$ cat src/rtl/ads_pkg.sv
// ads_pkg: shared FSM states, ADC init command set and command indices
package ads_pkg;

    typedef enum logic [2:0] {IDLE, LOAD, FRAME, GAP, CHECK} state_t;

    localparam logic [15:0] CMD_SRESET = 16'h0004;
    localparam logic [15:0] CMD_REFV1  = 16'h0002;
    localparam logic [15:0] CMD_DAC    = 16'h07FF;
    localparam logic [15:0] CMD_REFV2  = 16'h0005;
    localparam logic [15:0] CMD_INIT   = 16'h4010;
    localparam logic [15:0] CMD_NORM   = 16'h0000;

    localparam logic [2:0] IDX_SRESET = 3'd0;
    localparam logic [2:0] IDX_REFV1  = 3'd1;
    localparam logic [2:0] IDX_DAC1   = 3'd2;
    localparam logic [2:0] IDX_REFV2  = 3'd3;
    localparam logic [2:0] IDX_DAC2   = 3'd4;
    localparam logic [2:0] IDX_INIT   = 3'd5;

    function automatic logic [15:0] init_cmd(input logic [2:0] idx);
        return idx == IDX_SRESET ? CMD_SRESET :
               idx == IDX_REFV1  ? CMD_REFV1  :
               idx == IDX_DAC1   ? CMD_DAC    :
               idx == IDX_REFV2  ? CMD_REFV2  :
               idx == IDX_DAC2   ? CMD_DAC    : CMD_INIT;
    endfunction

endpackage

$ cat src/rtl/ads_multi_ctl_if.sv
// ads_multi_ctl_if: ADC serial pins plus per-lane result bus to the packer
interface ads_multi_ctl_if #(
    parameter int N_LANES = 2,
    parameter int DATA_W  = 16
);
    logic                        ADS_CLK;
    logic                        ADS_CS_N;
    logic                        ADS_CONVST;
    logic                        ADS_RD;
    logic                        ADS_SDI;
    logic [1:0]                  ADS_M;
    logic [N_LANES-1:0]          ADS_SDO;
    logic                        ADS_BUSY;
    logic [N_LANES*DATA_W-1:0]   ADS_DATA;
    logic [N_LANES-1:0]          ADS_VALID;
    logic                        ADS_STROBE;
    logic                        ADS_OVR;
    logic                        ADS_INIT_OK;

    modport master (
        output ADS_CLK, ADS_CS_N, ADS_CONVST, ADS_RD, ADS_SDI, ADS_M,
        output ADS_DATA, ADS_VALID, ADS_STROBE, ADS_OVR, ADS_INIT_OK,
        input  ADS_SDO, ADS_BUSY
    );

    modport slave (
        input  ADS_CLK, ADS_CS_N, ADS_CONVST, ADS_RD, ADS_SDI, ADS_M,
        input  ADS_DATA, ADS_VALID, ADS_STROBE, ADS_OVR, ADS_INIT_OK,
        output ADS_SDO, ADS_BUSY
    );
endinterface

$ cat src/rtl/ads_sclk_gen.sv
// ads_sclk_gen: clock-enable divider producing ADS_CLK and its rise/fall events
module ads_sclk_gen #(
    parameter int CLK_DIV = 4
) (
    input  logic clk,
    input  logic rst,
    output logic sclk,
    output logic rise,
    output logic fall
);
    localparam int CW = $clog2(CLK_DIV);
    localparam logic [CW-1:0] LAST = CW'(CLK_DIV - 1);

    logic [CW-1:0] cnt;
    logic          tick;

    assign tick = cnt == LAST;
    assign rise = tick & ~sclk;
    assign fall = tick & sclk;

    // toggle the serial clock once every CLK_DIV system cycles
    always_ff @(posedge clk) begin
        if (rst) begin
            cnt  <= '0;
            sclk <= 1'b0;
        end else begin
            cnt <= tick ? '0 : cnt + CW'(1);
            if (tick) sclk <= ~sclk;
        end
    end
endmodule

$ cat src/rtl/ads_multi_ctl.sv
// ads_multi_ctl: N-lane ADS serial ADC controller (init sequence, AFE-triggered frames)
// Build option: define ADS_TAG_CHECK_EN to validate each lane's tag bits against its lane index.
module ads_multi_ctl
    import ads_pkg::*;
#(
    parameter int N_LANES      = 2,
    parameter int DATA_W       = 16,
    parameter int TAG_W        = 2,
    parameter int CMD_W        = 16,
    parameter int FRAME_BITS   = 20,
    parameter int CLK_DIV      = 4,
    parameter int SYNC_PERIOD  = 34,
    parameter int ACTIVE_EDGES = 32
) (
    input logic            CLK_100M,
    input logic            CLK_RST,
    input logic            CLK_AFE,
    ads_multi_ctl_if.master bus
);
    localparam int W  = TAG_W + DATA_W;
`ifdef ADS_TAG_CHECK_EN
    localparam int SW = W;
`else
    localparam int SW = DATA_W;
`endif
    localparam int KW = $clog2(FRAME_BITS);
    localparam int AW = $clog2(SYNC_PERIOD);

    logic               rise, fall;
    logic [2:0]         afe_s;
    logic [AW-1:0]      afe_cnt;
    logic               afe_edge, active;
    state_t             state;
    logic [2:0]         idx;
    logic [CMD_W-1:0]   cmd;
    logic [KW-1:0]      k;
    logic [SW-1:0]      sh [N_LANES];
    logic [N_LANES-1:0] lane_ok;

    ads_sclk_gen #(.CLK_DIV(CLK_DIV)) u_sclk (
        .clk  (CLK_100M),
        .rst  (CLK_RST),
        .sclk (bus.ADS_CLK),
        .rise (rise),
        .fall (fall)
    );

    assign bus.ADS_M = 2'b00;
    assign afe_edge  = afe_s[1] & ~afe_s[2];
    assign active    = afe_edge && (int'(afe_cnt) < ACTIVE_EDGES);

    // synchronise the AFE trigger and count its rising edges over the line cycle
    always_ff @(posedge CLK_100M) begin
        if (CLK_RST) begin
            afe_s   <= '0;
            afe_cnt <= '0;
        end else begin
            afe_s <= {afe_s[1:0], CLK_AFE};
            if (afe_edge) afe_cnt <= afe_cnt == AW'(SYNC_PERIOD - 1) ? '0 : afe_cnt + AW'(1);
        end
    end

    // per-lane acceptance: tag must equal the lane index when checking is built in
    always_comb begin
        lane_ok = '1;
`ifdef ADS_TAG_CHECK_EN
        for (int i = 0; i < N_LANES; i++) lane_ok[i] = sh[i][W-1 -: TAG_W] == TAG_W'(i);
`endif
    end

    // frame sequencer: init commands first, then one NORM frame per active AFE edge
    always_ff @(posedge CLK_100M) begin
        if (CLK_RST) begin
            state           <= IDLE;
            idx             <= '0;
            cmd             <= '0;
            k               <= '0;
            bus.ADS_CS_N    <= 1'b1;
            bus.ADS_CONVST  <= 1'b0;
            bus.ADS_RD      <= 1'b0;
            bus.ADS_SDI     <= 1'b0;
            bus.ADS_DATA    <= '0;
            bus.ADS_VALID   <= '0;
            bus.ADS_STROBE  <= 1'b0;
            bus.ADS_OVR     <= 1'b0;
            bus.ADS_INIT_OK <= 1'b0;
            for (int i = 0; i < N_LANES; i++) sh[i] <= '0;
        end else begin
            bus.ADS_STROBE <= 1'b0;
            bus.ADS_OVR    <= active && (state != IDLE || !bus.ADS_INIT_OK);
            case (state)
                IDLE: if (!bus.ADS_INIT_OK || active) state <= LOAD;
                LOAD: begin
                    cmd <= bus.ADS_INIT_OK ? CMD_W'(CMD_NORM) : CMD_W'(init_cmd(idx));
                    if (rise) begin
                        state          <= FRAME;
                        k              <= '0;
                        bus.ADS_CS_N   <= 1'b0;
                        bus.ADS_CONVST <= 1'b1;
                        bus.ADS_RD     <= 1'b1;
                        bus.ADS_SDI    <= 1'b0;
                    end
                end
                FRAME: begin
                    // the command shifts out MSB first; once empty it keeps SDI at zero
                    if (rise) begin
                        if (k == KW'(FRAME_BITS - 1)) begin
                            bus.ADS_CS_N <= 1'b1;
                            bus.ADS_SDI  <= 1'b0;
                            state        <= GAP;
                        end else begin
                            k              <= k + KW'(1);
                            bus.ADS_CONVST <= 1'b0;
                            bus.ADS_RD     <= 1'b0;
                            bus.ADS_SDI    <= cmd[CMD_W-1];
                            cmd            <= {cmd[CMD_W-2:0], 1'b0};
                        end
                    end
                    if (fall && int'(k) >= 2 && int'(k) <= W + 1)
                        for (int i = 0; i < N_LANES; i++) sh[i] <= {sh[i][SW-2:0], bus.ADS_SDO[i]};
                end
                GAP: if (rise) begin
                    if (bus.ADS_INIT_OK) state <= CHECK;
                    else if (idx == IDX_INIT) begin
                        bus.ADS_INIT_OK <= 1'b1;
                        idx             <= '0;
                        state           <= IDLE;
                    end else begin
                        idx   <= idx + 3'd1;
                        state <= LOAD;
                    end
                end
                CHECK: begin
                    bus.ADS_STROBE <= 1'b1;
                    state          <= IDLE;
                    bus.ADS_VALID  <= lane_ok;
                    for (int i = 0; i < N_LANES; i++)
                        bus.ADS_DATA[i*DATA_W +: DATA_W] <= lane_ok[i] ? sh[i][DATA_W-1:0] : '0;
                end
                default: state <= IDLE;
            endcase
        end
    end
endmodule

$ cat src/flat_wrapper.sv
// flat-port wrapper written by rule: the top's interface ports become plain ports
module ads_multi_ctl_flat import ads_pkg::*;
#(
    parameter int N_LANES      = 2,
    parameter int DATA_W       = 16,
    parameter int TAG_W        = 2,
    parameter int CMD_W        = 16,
    parameter int FRAME_BITS   = 20,
    parameter int CLK_DIV      = 4,
    parameter int SYNC_PERIOD  = 34,
    parameter int ACTIVE_EDGES = 32
)
  (CLK_100M, CLK_RST, CLK_AFE, bus_ADS_CLK, bus_ADS_CS_N, bus_ADS_CONVST, bus_ADS_RD, bus_ADS_SDI, bus_ADS_M, bus_ADS_DATA, bus_ADS_VALID, bus_ADS_STROBE, bus_ADS_OVR, bus_ADS_INIT_OK, bus_ADS_SDO, bus_ADS_BUSY);
  ads_multi_ctl_if #(.N_LANES(N_LANES), .DATA_W(DATA_W)) bus_i ();
  input logic CLK_100M;
  input logic CLK_RST;
  input logic CLK_AFE;
  output wire logic [$bits(bus_i.ADS_CLK)-1:0] bus_ADS_CLK;
  output wire logic [$bits(bus_i.ADS_CS_N)-1:0] bus_ADS_CS_N;
  output wire logic [$bits(bus_i.ADS_CONVST)-1:0] bus_ADS_CONVST;
  output wire logic [$bits(bus_i.ADS_RD)-1:0] bus_ADS_RD;
  output wire logic [$bits(bus_i.ADS_SDI)-1:0] bus_ADS_SDI;
  output wire logic [$bits(bus_i.ADS_M)-1:0] bus_ADS_M;
  output wire logic [$bits(bus_i.ADS_DATA)-1:0] bus_ADS_DATA;
  output wire logic [$bits(bus_i.ADS_VALID)-1:0] bus_ADS_VALID;
  output wire logic [$bits(bus_i.ADS_STROBE)-1:0] bus_ADS_STROBE;
  output wire logic [$bits(bus_i.ADS_OVR)-1:0] bus_ADS_OVR;
  output wire logic [$bits(bus_i.ADS_INIT_OK)-1:0] bus_ADS_INIT_OK;
  input wire logic [$bits(bus_i.ADS_SDO)-1:0] bus_ADS_SDO;
  input wire logic [$bits(bus_i.ADS_BUSY)-1:0] bus_ADS_BUSY;
  assign bus_ADS_CLK = bus_i.ADS_CLK;
  assign bus_ADS_CS_N = bus_i.ADS_CS_N;
  assign bus_ADS_CONVST = bus_i.ADS_CONVST;
  assign bus_ADS_RD = bus_i.ADS_RD;
  assign bus_ADS_SDI = bus_i.ADS_SDI;
  assign bus_ADS_M = bus_i.ADS_M;
  assign bus_ADS_DATA = bus_i.ADS_DATA;
  assign bus_ADS_VALID = bus_i.ADS_VALID;
  assign bus_ADS_STROBE = bus_i.ADS_STROBE;
  assign bus_ADS_OVR = bus_i.ADS_OVR;
  assign bus_ADS_INIT_OK = bus_i.ADS_INIT_OK;
  assign bus_i.ADS_SDO = bus_ADS_SDO;
  assign bus_i.ADS_BUSY = bus_ADS_BUSY;
  ads_multi_ctl #(.N_LANES(N_LANES), .DATA_W(DATA_W), .TAG_W(TAG_W), .CMD_W(CMD_W), .FRAME_BITS(FRAME_BITS), .CLK_DIV(CLK_DIV), .SYNC_PERIOD(SYNC_PERIOD), .ACTIVE_EDGES(ACTIVE_EDGES)) u_core (.CLK_100M(CLK_100M), .CLK_RST(CLK_RST), .CLK_AFE(CLK_AFE), .bus(bus_i));
endmodule
$ cat config.mk
export PLATFORM = sky130hd
export DESIGN_NAME = ads_multi_ctl_flat
export DESIGN_NICKNAME = d
export VERILOG_FILES = /design/src/rtl/ads_pkg.sv /design/src/rtl/ads_multi_ctl_if.sv /design/src/rtl/ads_sclk_gen.sv /design/src/rtl/ads_multi_ctl.sv /design/src/flat_wrapper.sv
export SDC_FILE = /design/constraint.sdc
export NUM_CORES = 1
export LEC_CHECK = 0
export CAP_MARGIN = 20
export CORE_UTILIZATION = 39
export DETAILED_ROUTE_END_ITERATION = 12
export PLACE_DENSITY = 0.7
export RECOVER_POWER = 50
export SYNTH_ARGS = -nofsm -noshare
export SYNTH_HDL_FRONTEND = slang
export SYNTH_SLANG_ARGS = --single-unit
export TNS_END_PERCENT = 30
$ cat constraint.sdc
create_clock -name CLK_100M -period 3.4 [get_ports CLK_100M]
set_input_delay 0.51 -clock CLK_100M [delete_from_list [all_inputs] [get_ports CLK_100M]]
set_output_delay 0.51 -clock CLK_100M [all_outputs]
set_load 0.05 [all_outputs]
# [Word-level counts from Yosys, hierarchy flattened]
# Memory sizes are Yosys's and may differ from the RTL's.
# Index checks and enable logic that the tools add are counted.
[totals] regBits=78 ram_bits=32 inputBits=6 output_inout_bits=44 wordCells=114 n_memories=1
[mem_list] name="u_core.sh" depth=2 word_bits=16 rd=2 rd_clocked_by_memory_dff=0 wr=2 line="ads_multi_ctl.sv:37" text="logic [SW-1:0] sh [N_LANES];"
[classes] add_sub_neg=4 order_cmp=3 n_eq_ne=18 mux=45 bitwise_logic=8 n_reduce_logical=19
[ops] operator="16-bit 2-to-1 mux" n=9
[ops] operator="16-bit one-hot mux with 2 select lines" n=1
[ops] operator="3-bit 2-to-1 mux" n=7
[ops] operator="1-bit 2-to-1 mux" n=18
[ops] operator="15-bit 2-to-1 mux" n=1
[ops] operator="5-bit 2-to-1 mux" n=3
[ops] operator="3-bit by 2-bit equality test with 1-bit output, second input constant" n=4
[ops] operator="3-bit one-hot mux with 4 select lines" n=1
[ops] operator="2-bit by 1-bit != test with 1-bit output, second input constant" n=5
[ops] operator="5-bit one-hot mux with 2 select lines" n=1
[ops] operator="3-bit equality test, second input constant" n=3
[ops] operator="3-bit AND reduction" n=3
[ops] operator="4-bit AND reduction" n=2
[ops] operator="6-bit by 1-bit adder with 6-bit output, second input constant" n=1
[ops] operator="3-bit by 1-bit equality test with 1-bit output, second input constant" n=2
[ops] operator="6-bit equality test, second input constant" n=1
[ops] operator="3-bit logical NOT" n=2
[ops] operator="6-bit < comparator, second input constant" n=1
[ops] operator="6-bit 2-to-1 mux" n=1
[ops] operator="1-bit one-hot mux with 2 select lines" n=3
[ops] operator="5-bit by 1-bit adder with 5-bit output, second input constant" n=1
[ops] operator="5-bit equality test, second input constant" n=1
[ops] operator="5-bit by 2-bit >= comparator with 1-bit output, second input constant" n=1
[ops] operator="5-bit less-or-equal comparator, second input constant" n=1
[ops] operator="other kinds (15)" n=24

# [Longest topological paths before layout]
# Gate-level depths: netlist (run 1).
[depth] depth_word=9 mapped_depth=7

# [Cells and area by module]
# Synthesis (run 1) repeated with hierarchy kept, for this count alone.
[hier_totals] cells_unflattened=448 hier_area_um2=4389.2
[modules_own_cells] mod="ads_multi_ctl" n_inst=1 cells_each=438 area_per_inst_um2=4277.9
[modules_own_cells] mod="ads_sclk_gen" n_inst=1 cells_each=10 area_per_inst_um2=111.4

# [Least setup slack after synthesis (run 1)]
# No wires, ideal clock.
[synth_path] path_type="register -> register" start="reg u_core.k[1]" end="mem u_core.sh[0][0] (netlist name), enable pin" setup_time_ns=0.478 t_arrival_ns=1.897 required_time_ns=2.922 slack_ns=1.025 stages_incl_launch_ff=5 path_cell_list="dfxtp_1 -> or4_2 -> o21ai_0 -> a211o_1 -> nand2_1"
[synth_rtl] element="from (decl)" line="ads_multi_ctl.sv:36" text="logic [KW-1:0] k;"
[synth_rtl] element="from (signal assigned)" line="ads_multi_ctl.sv:112" text="k <= k + KW'(1);"
[synth_rtl] element="to (decl)" line="ads_multi_ctl.sv:37"

# [Worst setup path after layout (run 1)]
[layout_path] start="reg u_core.state[1]" end="reg u_core.cmd[10]"
[layout_between] elab_chain_cells=3
[layout_rtl] element="from (decl)" line="ads_multi_ctl.sv:33" text="state_t state;"
[layout_rtl] element="from (signal assigned)" line="ads_multi_ctl.sv:74" text="state <= IDLE;"
[layout_rtl] element="from (signal assigned)" line="ads_multi_ctl.sv:92" text="IDLE: if (!bus.ADS_INIT_OK || active) state <= LOAD;"
[layout_rtl] element="from (signal assigned)" line="ads_multi_ctl.sv:96" text="state <= FRAME;"
[layout_rtl] element="3-bit by 2-bit equality test with 1-bit output or 3-bit by 1-bit equality test with 1-bit output (tied branches)" line="ads_multi_ctl.sv:91" text="case (state)"
[layout_rtl] element="2-bit by 1-bit != test with 1-bit output (no line), or another cell as far along"
[layout_rtl] element="3-bit AND reduction (no line)"
[layout_rtl] element="to (signal assigned)" line="ads_multi_ctl.sv:94" text="cmd <= bus.ADS_INIT_OK ? CMD_W'(CMD_NORM) : CMD_W'(init_cmd(idx));"
[layout_rtl] element="to (signal assigned)" line="ads_multi_ctl.sv:116" text="cmd <= {cmd[CMD_W-2:0], 1'b0};"
[layout_rtl] element="to (decl)" line="ads_multi_ctl.sv:35" text="logic [CMD_W-1:0] cmd;"
# Parallel ways exist; a longest one is shown, timed or not.
# A chain may end at the register's enable or synchronous reset.

==> qor.log, run 1 <==
qor: floorplan.vertical_die_dimension 109 um
qor: layout.num-nets-final 501
qor: grt.grt_pass1_vias 2986
qor: power.ir_drop 0.234 mV
qor: setup_path.startpoint u_core.state[1]
qor: worst_hold_path.hold_start u_core.u_sclk.cnt[0]
qor: logic_synthesis.synth_largest_type_area_fraction 0.353
qor: setup_path.critPathArrivalTime 2.83 ns
qor: clock_network.post_cts.resized_instances 0
qor: placement.io_buffers 46
qor: setup_path.crit_fanout 21
qor: clock_network.cts.htree.levels 3
qor: logic_synthesis.synth_area_per_cell 9.62 um^2
qor: sta.finalSetupViolations 0
qor: logic_synthesis.synth_cell_type_count 52
qor: logic_synthesis.synth.most_common_cell sky130_fd_sc_hd__nand2_1
qor: layout.antennaDiodeCount 0
qor: power.power_dens_cells 532 nW/um^2
qor: layout.fillers 1028
qor: clock_network.tritoncts yes
qor: layout.drive_gt1_frac 0.0587
qor: routing.drt-pass1-iter-count 6
qor: logic_synthesis.ys_dominant_reg_cell sky130_fd_sc_hd__dfxtp_1
qor: sta.finalMaxSlewViolations 0
qor: logic_synthesis.post_synth_inst_count 460
qor: logic_synthesis.yosysTopAreaCell sky130_fd_sc_hd__dfxtp_1
qor: grt.grt_ovf 0
qor: grt.grt_use_met3 0.0374
qor: sta.final.setup.tns 0 ns
qor: logic_synthesis.ys_seq_area_frac 0.570
qor: routing.wire_per_inst 13.3 um
qor: placement.post_detailed_placement_half_perimeter_wirelength 5.39 mm
qor: grt.number_of_antenna_violations_at_the_first_check_in_global_routing 0
qor: layout.areaGrowthSynthToFinish 18.8%
qor: setup_path.cp_endpoint_kind register
qor: sta.maxSlewHeadroom 0.101
qor: grt.groute.usage.overall 0.154
qor: logic_synthesis.post_synth_main_area_contributors sky130_fd_sc_hd__dfxtp_1 35%, sky130_fd_sc_hd__edfxtp_1 22%, sky130_fd_sc_hd__nand2_1 7.0%, sky130_fd_sc_hd__and2_1 5.1%, sky130_fd_sc_hd__a21oi_1 5.0%
qor: logic_synthesis.synth_edf_count 32
qor: grt.busiest_layer met2
qor: logic_synthesis.yosys-top-cells-count 83 x sky130_fd_sc_hd__nand2_1, 78 x sky130_fd_sc_hd__dfxtp_1, 44 x sky130_fd_sc_hd__a21oi_1, 36 x sky130_fd_sc_hd__and2_1, 36 x sky130_fd_sc_hd__nor2_1
qor: status.outcome completed
qor: clock_network.cts-buffers-inserted 9
qor: logic_synthesis.yosysWarnings 0
qor: routing.drt.antenna.violating_nets 0
qor: grt.wire_length_of_the_first_global_routing_pass 14.1 mm
qor: logic_synthesis.mappedNetlistArea 4430 um^2
qor: setup_path.crit-reg2reg-launch u_core.state[1]
qor: clock_network.cts-root-buf sky130_fd_sc_hd__clkbuf_16
qor: setup_path.worst_setup_path_start_kind register
qor: setup_path.regToRegSetupSlack 0.84 ns
qor: floorplan.io_pins 50
qor: setup_path.worst_ep_required_time 3.67 ns
qor: sta.fin_skew 0.0103 ns
qor: logic_synthesis.ys_ff_latch 110
qor: sta.period_share 0.753
qor: floorplan.floorplan.core_area 10900 um^2
qor: clock_network.post-cts-setup-buffer-count 0
qor: logic_synthesis.synth_async_sr_flop_share 0
qor: setup_path.worstSetupPathType reg2reg
qor: placement.post-place-ws 1.22 ns
qor: grt.pin_count_of_the_biggest_net_entering_global_routing 63
qor: clock_network.insertion_delay 0.35 ns
qor: worst_hold_path.hp-class reg2reg
qor: floorplan.num_rows 38
qor: floorplan.floorplan.initialDensity 0.405
qor: sta.min_cycle_time_layout 2.56 ns
qor: sta.hold_viol_final 0
qor: floorplan.die-width 109 um
qor: clock_network.cts_sinks 110
qor: routing.via_count 3216
qor: grt.grt_use_met1 0.204
qor: grt.use_met2 0.238
qor: routing.finalWirelength 8.46 mm
qor: floorplan.design.die.area 11800 um^2
qor: routing.route.detailed.vias_per_inst 5.07
qor: clock_network.cts_hold_buf 0
qor: placement.place_area 4980 um^2
qor: clock_network.cts_max_path_buffers 2
qor: sta.fmaxAchievable 390 MHz
qor: layout.final_design_area_no_fill 5260 um^2
qor: run.max_cap_viol_count 0
qor: sta.worst-slew-pin-transition 1.35 ns
qor: sta.final_critical_path_setup_slack 0.839 ns
qor: placement.gpl.final_weighted_congestion 0.797
qor: clock_network.clk_transition_reported_paths 0.07 ns
qor: sta.unrepaired_setup_endpoints_after_global_routing no
qor: routing.drt_drc_violations_left 0
qor: routing.first_iter_violations 204
qor: power.cellLeakagePower 1.94 nW
## layout by cell type, fill, tap and decap left out, types with 2 or more instances in the layout
cell / netlist / routed
sky130_fd_sc_hd__xnor2_1: 4 / 4
sky130_fd_sc_hd__nor4_1: 2 / 2
sky130_fd_sc_hd__and3_1: 2 / 2
sky130_fd_sc_hd__clkbuf_1: 28 / 2
sky130_fd_sc_hd__a211oi_1: 4 / 4
sky130_fd_sc_hd__clkdlybuf4s50_1: 0 / 8
sky130_fd_sc_hd__conb_1: 1 / 2
sky130_fd_sc_hd__edfxtp_1: 32 / 32
sky130_fd_sc_hd__ha_1: 6 / 6
sky130_fd_sc_hd__nor2_1: 36 / 36
sky130_fd_sc_hd__a22oi_1: 6 / 6
sky130_fd_sc_hd__dlygate4sd3_1: 0 / 37
sky130_fd_sc_hd__o31ai_1: 2 / 2
sky130_fd_sc_hd__nand4bb_1: 2 / 2
sky130_fd_sc_hd__clkinv_4: 0 / 2
sky130_fd_sc_hd__clkbuf_16: 0 / 9
sky130_fd_sc_hd__nor2b_1: 6 / 6
sky130_fd_sc_hd__nand4_1: 4 / 4
sky130_fd_sc_hd__nand2_1: 83 / 83
sky130_fd_sc_hd__dfxtp_1: 78 / 78
sky130_fd_sc_hd__a21oi_1: 44 / 44
sky130_fd_sc_hd__nor3b_1: 3 / 4
sky130_fd_sc_hd__buf_4: 5 / 4
sky130_fd_sc_hd__nand3_1: 5 / 5
sky130_fd_sc_hd__xor2_1: 10 / 10
sky130_fd_sc_hd__and2_1: 36 / 36
sky130_fd_sc_hd__o21ai_0: 14 / 14
sky130_fd_sc_hd__nand2b_1: 4 / 4
sky130_fd_sc_hd__nor3_1: 10 / 10
sky130_fd_sc_hd__inv_1: 5 / 5
sky130_fd_sc_hd__mux2i_1: 2 / 2
## critical path: stages (launching register included)
cell	delay, ns
sky130_fd_sc_hd__dfxtp_1	0.57
sky130_fd_sc_hd__nor3b_1	0.31
sky130_fd_sc_hd__clkbuf_1	0.67
sky130_fd_sc_hd__a221o_1	0.52
sky130_fd_sc_hd__nor2_1	0.21
sky130_fd_sc_hd__a21oi_1	0.19
## stage by stage
stage,utilization,hold slack (ns),power (mW),instances
3_3_place_gp,0.453,0.414,1.75,617
6_report,0.481,0.434,2.79,634
2_1_floorplan,-,0.404,1.70,461
4_1_cts,0.484,0.446,2.83,634
3_5_place_dp,0.456,0.435,1.76,618
5_1_grt,0.481,0.458,2.92,634
## worst paths after layout
path                          endpoint  depth (start not counted)
hold reg to reg   u_core.u_sclk.cnt[0]                          1
setup / recovery        u_core.cmd[10]                          5
hold / removal    u_core.u_sclk.cnt[0]                          1
setup reg to reg        u_core.cmd[10]                          5
## power breakdown
| part | switching (mW) | internal [mW] | total [mW] | leakage [nW] |
|---|---|---|---|---|
| combinational | 0.168 | 0.0922 | 0.260 | 0.830 |
| sequential | 0.0499 | 1.42 | 1.47 | 0.962 |
| clock | 0.485 | 0.582 | 1.07 | 0.149 |
| total | 0.702 | 2.09 | 2.79 | 1.94 |
## routing by layer
| metal | share of wire | routed length, um |
|---|---|---|
| met1 | 0.48 | 4030 |
| met2 | 0.46 | 3910 |
| met3 | 0.053 | 447 |
| met4 | 0.0083 | 70 |
| met5 | 0 | 0 |
## layout make-up
type	count	area, um^2	share of cell area
Sequential cell	110	2520	0.480
Clock inverter	7	85.1	0.0162
Multi-Input combinational cell	310	1730	0.330
Clock buffer	9	225	0.0428
Timing Repair Buffer	53	498	0.0947
Inverter	5	18.8	0.00357
Tap cell	140	175	0.0333
## sequential cells by signal, summed over array words and instances (netlist names)
signal and flops:
u_core.bus.ADS_DATA 32, u_core.sh 32, u_core.cmd 16, u_core.afe_cnt 6
u_core.k 5, u_core.afe_s 3, u_core.idx 3, u_core.state 3
u_core.u_sclk.cnt 2, u_core.bus.ADS_CONVST 1, u_core.bus.ADS_CS_N 1, u_core.bus.ADS_INIT_OK 1
u_core.bus.ADS_OVR 1, u_core.bus.ADS_SDI 1, u_core.bus.ADS_STROBE 1, u_core.bus.ADS_VALID 1
u_core.u_sclk.sclk 1
## kinds of logic after synthesis
logic type,Yosys count,synth area share
mux,2,0.00452
xor+xnor,14,0.0277
compound gates,81,0.110
other cells,1,0.000847
buf+inv,41,0.0413
fa+ha+maj,6,0.0170
flops,110,0.570
simple gates,205,0.229
Power figures use the tool's default switching activity.
==> run 2: changes to the inputs <==
- clock period: 3.4 -> 2.43 ns (I/O delays scaled with it)
==> qor.log, run 2 (synthesis gave the netlist of run 1 again) <==
qor: power.clock_power_share 0.390 [+0.009]
qor: clock_network.tritoncts yes
qor: layout.layoutNonFillerInstCount 638 [+0.63%]
qor: setup_path.critical_path.cell_chain clkdlybuf4s50_1
qor: setup_path.timing.critical_path.max_delay_family buffers and inverters
qor: clock_network.cts_hold_buf 0 [unchanged]
qor: sta.min_cycle_time_layout 2.18 ns
qor: floorplan.design.die.area 11800 um^2 [unchanged]
qor: power.fin_total_pwr 4.00 mW [+43%]
qor: layout.drive_gt1_frac 0.0622 [+0.00354]
qor: power.ir_drop 0.338 mV [+44%]
qor: grt.pin_count_of_the_biggest_net_entering_global_routing 47 [-25%]
qor: layout.most-common-layout-cells 83 x sky130_fd_sc_hd__nand2_1, 78 x sky130_fd_sc_hd__dfxtp_1, 44 x sky130_fd_sc_hd__a21oi_1, 36 x sky130_fd_sc_hd__nor2_1, 35 x sky130_fd_sc_hd__and2_1
qor: sta.finalSetupViolations 0 [unchanged]
qor: power.combPwrFrac 0.095 [+0.002]
qor: setup_path.r2r-end u_core.sh[0][3]
qor: routing.via_count 3205 [-0.34%]
qor: floorplan.floorplan.initialDensity 0.405 [unchanged]
qor: setup_path.crit-reg2reg-launch u_core.k[2]
qor: placement.gpl.final_weighted_congestion 0.750 [-5.9%]
qor: layout.fillers 1030 [+0.19%]
qor: sta.period_share 0.896
qor: routing.first_iter_violations 130 [-36%]
qor: setup_path.critical_path.endpoint bus_ADS_INIT_OK
qor: layout.layout.cells.most_common sky130_fd_sc_hd__nand2_1
qor: clock_network.cts-buffers-inserted 9 [unchanged]
qor: setup_path.crit_fanout 12 [-43%]
qor: setup_path.worst_ep_required_time 2.07 ns [-1.60 ns]
qor: placement.post-place-ws 0.274 ns [-0.946 ns]
qor: floorplan.io_pins 50 [unchanged]
qor: clock_network.clk_transition_reported_paths 0.07 ns [about the same]
qor: grt.grt_ovf 0 [unchanged]
qor: setup_path.regToRegSetupSlack 0.25 ns [-0.59 ns]
qor: placement.io_buffers 46 [unchanged]
qor: worst_hold_path.whs_path_depth 1 [unchanged]
qor: sta.worst-slew-pin-transition 0.949 ns [-0.399 ns]
qor: clock_network.post-cts-setup-buffer-count 0 [unchanged]
qor: floorplan.num_rows 38 [unchanged]
qor: grt.wire_length_of_the_first_global_routing_pass 14.7 mm [+4.4%]
qor: sta.maxSlewHeadroom 0.368 [+0.266]
qor: setup_path.critical_path_cell_count 1 [-4]
qor: power.power_dens_cells 754 nW/um^2 [+42%]
qor: routing.drt-pass1-iter-count 4 [-2]
qor: setup_path.cp_num_buf_inv 1 [unchanged]
qor: sta.final.setup.tns 0 ns [unchanged]
qor: setup_path.worstSetupPathType reg2out
qor: layout.reg_top3 u_core.bus.ADS_DATA: 32 flops, u_core.sh: 32 flops, u_core.cmd: 16 flops
qor: floorplan.die-width 109 um [unchanged]
qor: power.net-switching-power 0.964 mW [+37%]
qor: sta.final_critical_path_setup_slack 0.252 ns [-0.587 ns]
qor: status.outcome completed
qor: clock_network.cts_max_path_buffers 2 [unchanged]
qor: power.cellLeakagePower 1.95 nW [+0.28%]
qor: placement.placed_cells 622 [+0.65%]
qor: sta.fmaxAchievable 459 MHz
qor: setup_path.worst_path_largest_cell_delay 0.89 ns [+0.22 ns]
qor: power.fraction_of_power_spent_switching_nets 0.241 [-0.0103]
qor: routing.wire_per_inst 13.4 um [+0.61%]
qor: sta.hold_ws 0.431 ns [-0.00230 ns]
qor: setup_path.cp_endpoint_kind output port
qor: floorplan.vertical_die_dimension 109 um [unchanged]
qor: clock_network.cts_sinks 110 [unchanged]
qor: worst_hold_path.hp-class reg2reg
qor: setup_path.startpoint u_core.bus.ADS_INIT_OK
qor: setup_path.critPathArrivalTime 1.81 ns [-1.02 ns]
qor: layout.antennaDiodeCount 0 [unchanged]
qor: power.seq_power_share 0.515 [-0.010]
qor: floorplan.floorplan.core_area 10900 um^2 [unchanged]
qor: run.max_cap_viol_count 0 [unchanged]
qor: clock_network.cts-root-buf sky130_fd_sc_hd__clkbuf_16
qor: sta.finalMaxSlewViolations 0 [unchanged]
qor: layout.num-nets-final 505 [+0.80%]
qor: grt.grt_pass1_vias 3060 [+2.5%]
qor: setup_path.r2r.worst_path.cells 5 [unchanged]
qor: clock_network.insertion_delay 0.34 ns [about the same]
qor: grt.number_of_antenna_violations_at_the_first_check_in_global_routing 0 [unchanged]
qor: routing.drt_drc_violations_left 0 [unchanged]
qor: placement.post_detailed_placement_half_perimeter_wirelength 5.60 mm [+4.0%]
qor: routing.route.detailed.vias_per_inst 5.02 [-0.97%]
qor: sta.fin_skew 0.00880 ns [-0.00154 ns]
qor: setup_path.worst_setup_path_start_kind register
qor: routing.drt.antenna.violating_nets 0 [unchanged]
qor: layout.areaGrowthSynthToFinish 19.8%
qor: placement.place_area 5000 um^2 [+0.45%]
qor: clock_network.post_cts.resized_instances 0 [unchanged]
qor: sta.hold_viol_final 0 [unchanged]
qor: setup_path.cpMaxStageDelayCell sky130_fd_sc_hd__clkdlybuf4s50_1
qor: grt.groute.usage.overall 0.158 [+0.00431]
qor: routing.finalWirelength 8.56 mm [+1.2%]
qor: power.p_int 3.04 mW [+45%]
qor: clock_network.cts.htree.levels 3 [unchanged]
qor: layout.final_design_area_no_fill 5300 um^2 [+0.86%]
qor: layout.utilization 0.485 [+0.00412]
qor: sta.unrepaired_setup_endpoints_after_global_routing no
## run 2: cell count changes in the layout (fill, tap and decap cells not counted), sizes merged
cell,change
clkinv,-1
clkbuf,+4
dlygate4sd3,-8
clkinvlp,-1
buf,+1
clkdlybuf4s50,+8
bufinv,+1
## run 2: worst min-delay path by stage
stage	startpoint	endpoint
5_1_grt	u_core.u_sclk.cnt[0]	u_core.u_sclk.cnt[0]
2_1_floorplan	u_core.u_sclk.cnt[0]	u_core.u_sclk.cnt[0]
6_report	u_core.u_sclk.cnt[0]	u_core.u_sclk.cnt[0]
3_3_place_gp	u_core.u_sclk.cnt[0]	u_core.u_sclk.cnt[0]
3_5_place_dp	u_core.u_sclk.cnt[0]	u_core.u_sclk.cnt[0]
4_1_cts	CLK_RST	u_core.k[1]
## run 2: worst register-to-register path: cells and delay by family (launching register included)
kind | cells | cell delay [ns]
AND/OR/NAND/NOR | 2 | 0.84
AO/OA/AOI/OAI | 2 | 0.47
flip-flops | 1 | 0.37
buffers and inverters | 1 | 0.26
## run 2: final cells by class
type                       instances  area [um^2]  share of cell area
clock inverter                     6         86.3              0.0163
inverter                           5         18.8             0.00354
clock buffer                      10          229              0.0432
sequential                       110         2520               0.476
multi-input combinational        310         1740               0.328
tap                              140          175              0.0330
timing repair buffer              57          533               0.101
## run 2: layer usage
layer	vias to the layer above	part of all wire	global-route usage
li1	1621	-	-
met1	1510	0.48	0.218
met2	69	0.46	0.247
met3	5	0.047	0.0325
met4	0	0.0074	0.0502
met5	-	0	0
## run 2: power groups by stage
stage / logic [mW] / clock network, mW / registers (mW)
floorplan: 0.289 / 0 / 2.09
finish: 0.381 / 1.56 / 2.06
CTS: 0.385 / 1.58 / 2.06
detailed placement: 0.384 / 0 / 2.10
global route: 0.429 / 1.66 / 2.08
global placement: 0.371 / 0 / 2.10
